`src/rtl/_dff_pipe_en_pkg.sv`:
```
// Shared defaults and helpers for the enable-controlled register pipeline.
package _dff_pipe_en_pkg;

   localparam int DEF_WIDTH = 8;
   localparam int DEF_DEPTH = 4;

   // Counter width able to hold every value 0..depth.
   function automatic int occ_w(input int depth);
      return $clog2(depth + 1);
   endfunction

endpackage

```
`src/rtl/_dff_pipe_en_if.sv`:
```
// Beat interface of the pipeline; the occ signal exists only with DFF_PIPE_OCC_EN.
interface _dff_pipe_en_if
   import _dff_pipe_en_pkg::*;
#(
   parameter int WIDTH = DEF_WIDTH
`ifdef DFF_PIPE_OCC_EN
   , parameter int DEPTH = DEF_DEPTH
`endif
);

   logic             en;
   logic             flush;
   logic             in_valid;
   logic [WIDTH-1:0] d;
   logic [WIDTH-1:0] q;
   logic             q_valid;

`ifdef DFF_PIPE_OCC_EN
   logic [occ_w(DEPTH)-1:0] occ;

   modport master (output en, flush, in_valid, d, input q, q_valid, occ);
   modport slave  (input en, flush, in_valid, d, output q, q_valid, occ);
`else
   modport master (output en, flush, in_valid, d, input q, q_valid);
   modport slave  (input en, flush, in_valid, d, output q, q_valid);
`endif

endinterface

```
`src/rtl/_dff_pipe_en_dffr_en.sv`:
```
// W-bit register with synchronous active-high reset to zero and load enable.
module _dffr_en #(
   parameter int W = 1
) (
   input  logic         clk,
   input  logic         rst,
   input  logic         en,
   input  logic [W-1:0] d,
   output logic [W-1:0] q
);

   always_ff @(posedge clk) begin
      if (rst)
         q <= '0;
      else if (en)
         q <= d;
   end

endmodule

```
`src/rtl/_dff_pipe_en.sv`:
```
// Stallable DEPTH-stage delay line with per-stage valid and flush.
// Optional registered occupancy count enabled by macro DFF_PIPE_OCC_EN.
module _dff_pipe_en
   import _dff_pipe_en_pkg::*;
#(
   parameter int WIDTH = DEF_WIDTH,
   parameter int DEPTH = DEF_DEPTH
) (
   input logic          clk,
   input logic          rst,
   _dff_pipe_en_if.slave bus
);

   logic [WIDTH-1:0] data_p [DEPTH];
   logic [0:0]       vld_p  [DEPTH];

   // Flush clears valids but leaves data untouched, and blocks the incoming beat.
   logic data_en;
   logic vld_clr;

   assign data_en = bus.en & ~bus.flush;
   assign vld_clr = rst | bus.flush;

   for (genvar k = 0; k < DEPTH; k++) begin : g_stage
      if (k == 0) begin : g_head
         _dffr_en #(.W(WIDTH)) u_data (
            .clk (clk),
            .rst (rst),
            .en  (data_en),
            .d   (bus.d),
            .q   (data_p[k])
         );
         _dffr_en #(.W(1)) u_vld (
            .clk (clk),
            .rst (vld_clr),
            .en  (bus.en),
            .d   (bus.in_valid),
            .q   (vld_p[k])
         );
      end else begin : g_body
         _dffr_en #(.W(WIDTH)) u_data (
            .clk (clk),
            .rst (rst),
            .en  (data_en),
            .d   (data_p[k-1]),
            .q   (data_p[k])
         );
         _dffr_en #(.W(1)) u_vld (
            .clk (clk),
            .rst (vld_clr),
            .en  (bus.en),
            .d   (vld_p[k-1]),
            .q   (vld_p[k])
         );
      end
   end

   // ---- output stage ----
   assign bus.q       = data_p[DEPTH-1];
   assign bus.q_valid = vld_p[DEPTH-1][0];

`ifdef DFF_PIPE_OCC_EN
   localparam int OW = occ_w(DEPTH);

   logic [OW-1:0] occ_p0;

   // Bounded step keeps the count inside 0..DEPTH.
   function automatic logic [OW-1:0] occ_step(input logic [OW-1:0] cur,
                                              input logic inc, input logic dec);
      logic [OW-1:0] nxt;
      nxt = cur;
      if (inc && !dec && cur != OW'(DEPTH))
         nxt = cur + OW'(1);
      else if (!inc && dec && cur != '0)
         nxt = cur - OW'(1);
      return nxt;
   endfunction

   always_ff @(posedge clk) begin
      if (rst || bus.flush)
         occ_p0 <= '0;
      else if (bus.en)
         occ_p0 <= occ_step(occ_p0, bus.in_valid, vld_p[DEPTH-1][0]);
   end

   assign bus.occ = occ_p0;
`endif

endmodule

```
`src/flat_wrapper.sv`:
```
// flat-port wrapper written by rule: the top's interface ports become plain ports
module _dff_pipe_en_flat import _dff_pipe_en_pkg::*;
#(
   parameter int WIDTH = DEF_WIDTH,
   parameter int DEPTH = DEF_DEPTH
)
  (clk, rst, bus_en, bus_flush, bus_in_valid, bus_d, bus_q, bus_q_valid);
  _dff_pipe_en_if #(.WIDTH(WIDTH)) bus_i ();
  input logic clk;
  input logic rst;
  input wire logic [$bits(bus_i.en)-1:0] bus_en;
  input wire logic [$bits(bus_i.flush)-1:0] bus_flush;
  input wire logic [$bits(bus_i.in_valid)-1:0] bus_in_valid;
  input wire logic [$bits(bus_i.d)-1:0] bus_d;
  output wire logic [$bits(bus_i.q)-1:0] bus_q;
  output wire logic [$bits(bus_i.q_valid)-1:0] bus_q_valid;
  assign bus_i.en = bus_en;
  assign bus_i.flush = bus_flush;
  assign bus_i.in_valid = bus_in_valid;
  assign bus_i.d = bus_d;
  assign bus_q = bus_i.q;
  assign bus_q_valid = bus_i.q_valid;
  _dff_pipe_en #(.WIDTH(WIDTH), .DEPTH(DEPTH)) u_core (.clk(clk), .rst(rst), .bus(bus_i));
endmodule
```
`config.mk`:
```
export PLATFORM = sky130hd
export DESIGN_NAME = _dff_pipe_en_flat
export DESIGN_NICKNAME = d
export VERILOG_FILES = /design/src/rtl/_dff_pipe_en_pkg.sv /design/src/rtl/_dff_pipe_en_if.sv /design/src/rtl/_dff_pipe_en_dffr_en.sv /design/src/rtl/_dff_pipe_en.sv /design/src/flat_wrapper.sv
export SDC_FILE = /design/constraint.sdc
export NUM_CORES = 1
export LEC_CHECK = 0
export ABC_AREA = 1
export ABC_CLOCK_PERIOD_IN_PS = 800
export BUFFER_PORTS_ARGS = -buffer_cell sky130_fd_sc_hd__buf_2
export CORE_MARGIN = 4
export CORE_UTILIZATION = 55
export CTS_CLUSTER_SIZE = 10
export DETAILED_ROUTE_END_ITERATION = 8
export HOLD_SLACK_MARGIN = 0.1
export PLACE_DENSITY_LB_ADDON = 0.3
export SETUP_SLACK_MARGIN = 0.15
export SKIP_LAST_GASP = 1
export SLEW_MARGIN = 20
export SYNTH_ARGS = -nofsm -noshare
export SYNTH_HDL_FRONTEND = slang
export SYNTH_SLANG_ARGS = --single-unit
```
`constraint.sdc`:
```
create_clock -name clk -period 0.8 [get_ports clk]
set_input_delay 0 -clock clk [delete_from_list [all_inputs] [get_ports clk]]
set_output_delay 0 -clock clk [all_outputs]
set_load 0.03 [all_outputs]
```
==> results of run 1 <==
through the flow:
step                util, %  hold WS (ps)  power (W)
finish                73.46         75.31   0.003521
global route          73.46         87.08   0.003718
CTS                   68.69         52.94   0.003462
detailed placement    61.46         274.5   0.002517
global placement      61.46         256.0   0.002505
floorplan                 -         148.2   0.002423
worst register-to-register path, delay by kind of cell (launching register included):
kind | cells | cell delay [ps]
flip-flops | 1 | 340
buffers and inverters | 1 | 40
AND/OR/NAND/NOR | 3 | 180
final cells by class:
cell class | instances | area [µm²]
tap | 31 | 38.79
multi-input combinational | 142 | 720.7
timing repair buffer | 37 | 359.1
clock buffer | 6 | 41.29
sequential | 36 | 762.0
inverter | 35 | 133.9
clock inverter | 1 | 5.005
fill | 225 | 744.5
placed cells by master (no fill, tap or decap):
cell and count:
clkbuf_4 5, dfxtp_2 33, clkinv_2 1, nor2_1 61
clkbuf_1 1, dlymetal6s4s_1 2, nor2_8 1, inv_2 21
a21oi_1 3, inv_1 13, buf_4 3, nand2_2 4
dlygate4sd3_1 7, nand3_2 21, dfxtp_1 3, buf_12 4
nand3_1 11, nand2_1 37, inv_4 1, nor2_2 3
buf_2 12, a21oi_2 1, buf_6 9
path summary, 6_finish.rpt:
path,start,to
worst max register to register,u_core.g_stage[1].g_body.u_data.q[1],u_core.g_stage[2].g_body.u_data.q[1]
worst min register to register,u_core.g_stage[2].g_body.u_vld.q,u_core.g_stage[3].g_body.u_vld.q
worst min-delay path,rst,u_core.g_stage[1].g_body.u_vld.q
worst max-delay path,u_core.g_stage[3].g_body.u_data.q[2],bus_q[2]
logic make-up (layout without fill, tap and decap cells):
| kind of cell | count (synthesis) | count (layout) | synth area share (%) |
|---|---|---|---|
| AO/OA/AOI/OAI | 4 | 4 | 1.216 |
| buffers and inverters | 56 | 79 | 18.46 |
| flip-flops | 36 | 36 | 43.77 |
| AND/OR/NAND/NOR | 138 | 138 | 36.55 |
state kept, by name, summed over array words and instances, names as in the netlist:
name                            cells
u_core.g_stage.g_head.u_vld.q       1
u_core.g_stage.g_body.u_vld.q       3
u_core.g_stage.g_body.u_data.q     24
u_core.g_stage.g_head.u_data.q      8
what timing repair did:
action	4_1_cts	5_1_grt
endpoints found under the hold margin	14	11
setup endpoints to repair	9	37
resized for setup	26	68
pin swaps	0	25
layer usage:
metal / up-vias / part of all wire [%] / global-route usage [%]
li1: 730 / - / -
met1: 626 / 43 / 17.52
met2: 28 / 51 / 28.10
met3: 5 / 4.4 / 7.014
met4: 0 / 1.3 / 5.785
met5: - / 0 / 0
power by group through the flow:
stage	Combinational (W)	Clock (W)	Sequential, W
2_1_floorplan	0.000449	0	0.00197
3_5_place_dp	0.000535	0	0.00198
4_1_cts	0.000597	0.000914	0.00195
3_3_place_gp	0.000527	0	0.00198
6_report	0.000654	0.000889	0.00198
5_1_grt	0.000728	0.000999	0.00199
==> qor.csv, run 1 <==
metric,value,unit
worst setup margin,-20.83,ps
cell row count,19,
crit end category,output port,
#FFs+latches synth,36,
placed cell count,272,
worst skew pair latency,330,ps
Die Width,62.72,µm
TNS Setup,-54.39,ps
Final min period,820.8,ps
antenna diode count,0,
routed wire length,3.152,mm
core area,2805,µm²
most frequent cell after synthesis,nor2_1,
finished layout cell area,2061,µm²
max-slew violation count,0,
vias in the first global route,1247,
switch share,28.24,%
Initial Util,58.70,%
CTS tree,done,
Slew HR,71.38,%
Setup CP Type,reg2out,
Hold Path Stages,4,
crit-path cells,buf_6,
syn_area_per_cell,7.037,µm²
dpl cell area,1724,µm²
detailed-route DRC error count,0,
Final Non-Filler Cells,288,
flop2flop setup slack,140,ps
fmax,1.218,GHz
Worst Path Buf+Inv,1,
endpoints failing setup,8,
crit path DAT,820,ps
power share of the sequential group,56.2,%
max-cap violations,0,
clock skew,3.427,ps
crit-path leading delay family,flip-flops,
wire length per cell,10.94,µm
DRT antenna net count,0,
DIE HEIGHT,62.72,µm
Clock power frac,25.3,%
post-synth top area share,43.77,%
GR Util All Layers,16.23,%
gr ovfl total,0,
fin crit share,102.6,%
commonest cells in the netlist,"nor2_1, nand2_1, dfxtp_1, inv_1, nand3_1",
Internal,0.002526,W
# hold bufs at CTS,9,
syn_nets,247,
initial antenna violation count,0,
cell area after synthesis,1647,µm²
RSZ-0062 raised after global routing,yes,
post-DR vias/cell,4.823,
Clock Sinks,36,
Final #Nets,270,
postcts setup bufs,0,
DIE AREA,3933,µm²
CTS H-Tree Depth,2,
failing checks,setup timing,
Min-Delay Path Class,in2reg,
I/O pin count,22,
DP HPWL,1.765,mm
Placer Congestion,0.7488,
switching pwr,0.0009942,W
First DRT Iteration DRCs,99,
largest fanout on the critical path,2,
pin count of the biggest net entering global routing,33,
top post-synthesis cells by area,"dfxtp_1, nor2_1, nand2_1, nand3_1, inv_1",
Netlist cell types,14,
Post-synth EDFFs,0,
PwrDens,1708,nW/µm²
most common flop cell mapped by yosys,dfxtp_1,
Mapped Cells,234,
Root Driver,clkbuf_4,
CP Launch Type,flip-flop,
R2R cell count,4,
yosys warns,0,
Async SR Flop Fraction,0,%
VDD IR max,1.195,mV
Critical Path Max Stage Delay,350,ps
combinational power share,18.6,%
status,"complete, but fails checks",
dpl ws,-12.64,ps
Crit. path cell count,1,
Worst-path clk slew,100,ps
DRT Pass-1 Iters,4,
post-synth top area cell,dfxtp_1,
Crit-path slowest cell,dfxtp_2,
P&R area growth vs syn,25.15,%
Vias,1389,
worst path required time,800,ps
first-pass GRT wire length,5.037,mm
share of cells above drive strength 1,46.30,%
clk buf depth,2,
total CTS buffers,5,
leak pwr,0.9609,nW
sequential fraction of the synthesis area,43.77,%
final hold violation count,0,
Slew @ Worst Pin,429.3,ps
IO Port Bufs,21,
No activity file was read; power rests on OpenSTA's default activity.
==> run 2: changes to the inputs <==
--- a/config.mk
+++ b/config.mk
@@ -10,11 +10,13 @@
 export BUFFER_PORTS_ARGS = -buffer_cell sky130_fd_sc_hd__buf_2
 export CORE_MARGIN = 4
 export CORE_UTILIZATION = 55
+export CTS_BUF_LIST = sky130_fd_sc_hd__clkbuf_2 sky130_fd_sc_hd__clkbuf_4 sky130_fd_sc_hd__clkbuf_8
 export CTS_CLUSTER_SIZE = 10
 export DETAILED_ROUTE_END_ITERATION = 8
 export HOLD_SLACK_MARGIN = 0.1
 export PLACE_DENSITY_LB_ADDON = 0.3
 export SETUP_SLACK_MARGIN = 0.15
+export SKIP_CTS_REPAIR_TIMING = 1
 export SKIP_LAST_GASP = 1
 export SLEW_MARGIN = 20
 export SYNTH_ARGS = -nofsm -noshare
==> run 2 against run 1 <==
The flow still finishes with violations (setup timing). Routed wire length is 3.9% lower. Clock skew hardly changed. Sequential share of layout area is 0.15 points higher.
==> qor.csv, run 2 (synthesized netlist as in run 1, its figures left out) <==
metric,value,unit
CP Launch Type,flip-flop,
DP HPWL,1.765,mm
DIE AREA,3933,µm²
clk buf depth,2,
Worst Path Buf+Inv,1,
register with the most flip-flops,u_core.g_stage.g_body.u_data.q,
failing checks,setup timing,
crit-path leading delay family,flip-flops,
antenna diode count,0,
Total Power,0.003529,W
DRT Pass-1 Iters,4,
worst path required time,800,ps
core area,2805,µm²
leak pwr,0.9471,nW
crit path DAT,800,ps
First DRT Iteration DRCs,80,
power share of the sequential group,56.0,%
routed wire length,3.030,mm
Slew HR,71.27,%
initial antenna violation count,0,
share of cells above drive strength 1,46.30,%
Die Width,62.72,µm
vias in the first global route,1172,
wire length per cell,10.52,µm
max reg flops,24,
DIE HEIGHT,62.72,µm
Slew @ Worst Pin,430.9,ps
gr ovfl total,0,
largest fanout on the critical path,2,
max-cap violations,0,
final hold violation count,0,
Final min period,804.6,ps
switch share,27.51,%
RSZ-0062 raised after global routing,yes,
worst setup margin,-4.621,ps
Placer Congestion,0.7488,
combinational power share,18.3,%
FILL cells,223,
CTS tree,done,
Initial Util,58.70,%
Final #Nets,270,
max-slew violation count,0,
VDD IR max,1.235,mV
switching pwr,0.0009709,W
"commonest cells after routing, fill and taps aside","nor2_1, nand2_1, dfxtp_2, inv_2, nand3_2",
Root Driver,clkbuf_4,
pin count of the biggest net entering global routing,33,
total CTS buffers,5,
status,"complete, but fails checks",
fin crit share,100.6,%
endpoints failing setup,1,
CTS H-Tree Depth,2,
Clock power frac,25.7,%
placed cell count,272,
fmax,1.243,GHz
crit end category,output port,
IO Port Bufs,21,
Crit-path slowest cell,dfxtp_2,
finished layout cell area,2056,µm²
Clock Sinks,36,
top flop regs,"u_core.g_stage.g_body.u_data.q: 24 flops, u_core.g_stage.g_head.u_data.q: 8 flops, u_core.g_stage.g_body.u_vld.q: 3 flops",
Min-Delay Path Class,in2reg,
crit-path cells,buf_6,
Internal,0.002558,W
Vias,1369,
worst hold slack,78.96,ps
P&R area growth vs syn,24.85,%
cell row count,19,
first-pass GRT wire length,4.712,mm
"most common cell after layout, fill and taps aside",nor2_1,
post-DR vias/cell,4.753,
Setup CP Type,reg2out,
PwrDens,1717,nW/µm²
I/O pin count,22,
dpl cell area,1724,µm²
clock skew,3.028,ps
Critical Path Max Stage Delay,350,ps
TNS Setup,-4.621,ps
DRT antenna net count,0,
Worst-path clk slew,100,ps
worst skew pair latency,320,ps
GR Util All Layers,15.17,%
detailed-route DRC error count,0,
Final Non-Filler Cells,288,
## run 2: changes by cell type in the layout (fill, tap and decap cells not counted)
cell            before  now
dfxtp_1              3    2
nand3_1             11   12
dlymetal6s4s_1       2    0
dfxtp_2             33   34
clkbuf_1             1    0
inv_2               21   20
nand3_2             21   20
inv_1               13   14
dlygate4sd3_1        7    9
clkbuf_4             5    6
## run 2: stage by stage
| stage | util (%) | setup slack (ps) |
|---|---|---|
| after floorplan | - | 146.6 |
| after global placement | 61.46 | 9.724 |
| final | 73.28 | -4.621 |
| after global routing | 73.28 | -61.48 |
| after CTS | 63.25 | -91.09 |
| after detailed placement | 61.46 | -12.64 |
## run 2: layout make-up
class	instances	area [µm²]	area share [%]
sequential	36	763.2	37.13
multi-input combinational	142	715.7	34.81
timing repair buffer	37	354.1	17.22
inverter	35	133.9	6.512
clock buffer	6	45.04	2.191
tap	31	38.79	1.887
clock inverter	1	5.005	0.2435
## run 2: layer usage
| layer | GRT usage, % | vias to the layer above | routed length, µm |
|---|---|---|---|
| li1 | - | 733 | - |
| met1 | 16.87 | 612 | 1299 |
| met2 | 25.17 | 20 | 1611 |
| met3 | 7.014 | 4 | 84 |
| met4 | 5.785 | 0 | 34 |
| met5 | 0 | - | 0 |
## run 2: worst paths after layout
path / startpoint / to / slack (ps) / cells past startpoint
max reg2reg: u_core.g_stage[0].g_head.u_data.q[0] / u_core.g_stage[1].g_body.u_data.q[0] / 160 / 4
min reg2reg: u_core.g_stage[1].g_body.u_vld.q / u_core.g_stage[2].g_body.u_vld.q / 460 / 2
min: rst / u_core.g_stage[1].g_body.u_vld.q / 80 / 4
max: u_core.g_stage[3].g_body.u_data.q[1] / bus_q[1] / -5 / 1
## run 2: power groups by stage
stage	Combinational, W	Clock [W]	Sequential, W
6_report	0.000646	0.000906	0.00198
5_1_grt	0.000724	0.00102	0.00199
4_1_cts	0.000536	0.000947	0.00194
3_5_place_dp	0.000535	0	0.00198
3_3_place_gp	0.000527	0	0.00198
2_1_floorplan	0.000449	0	0.00197
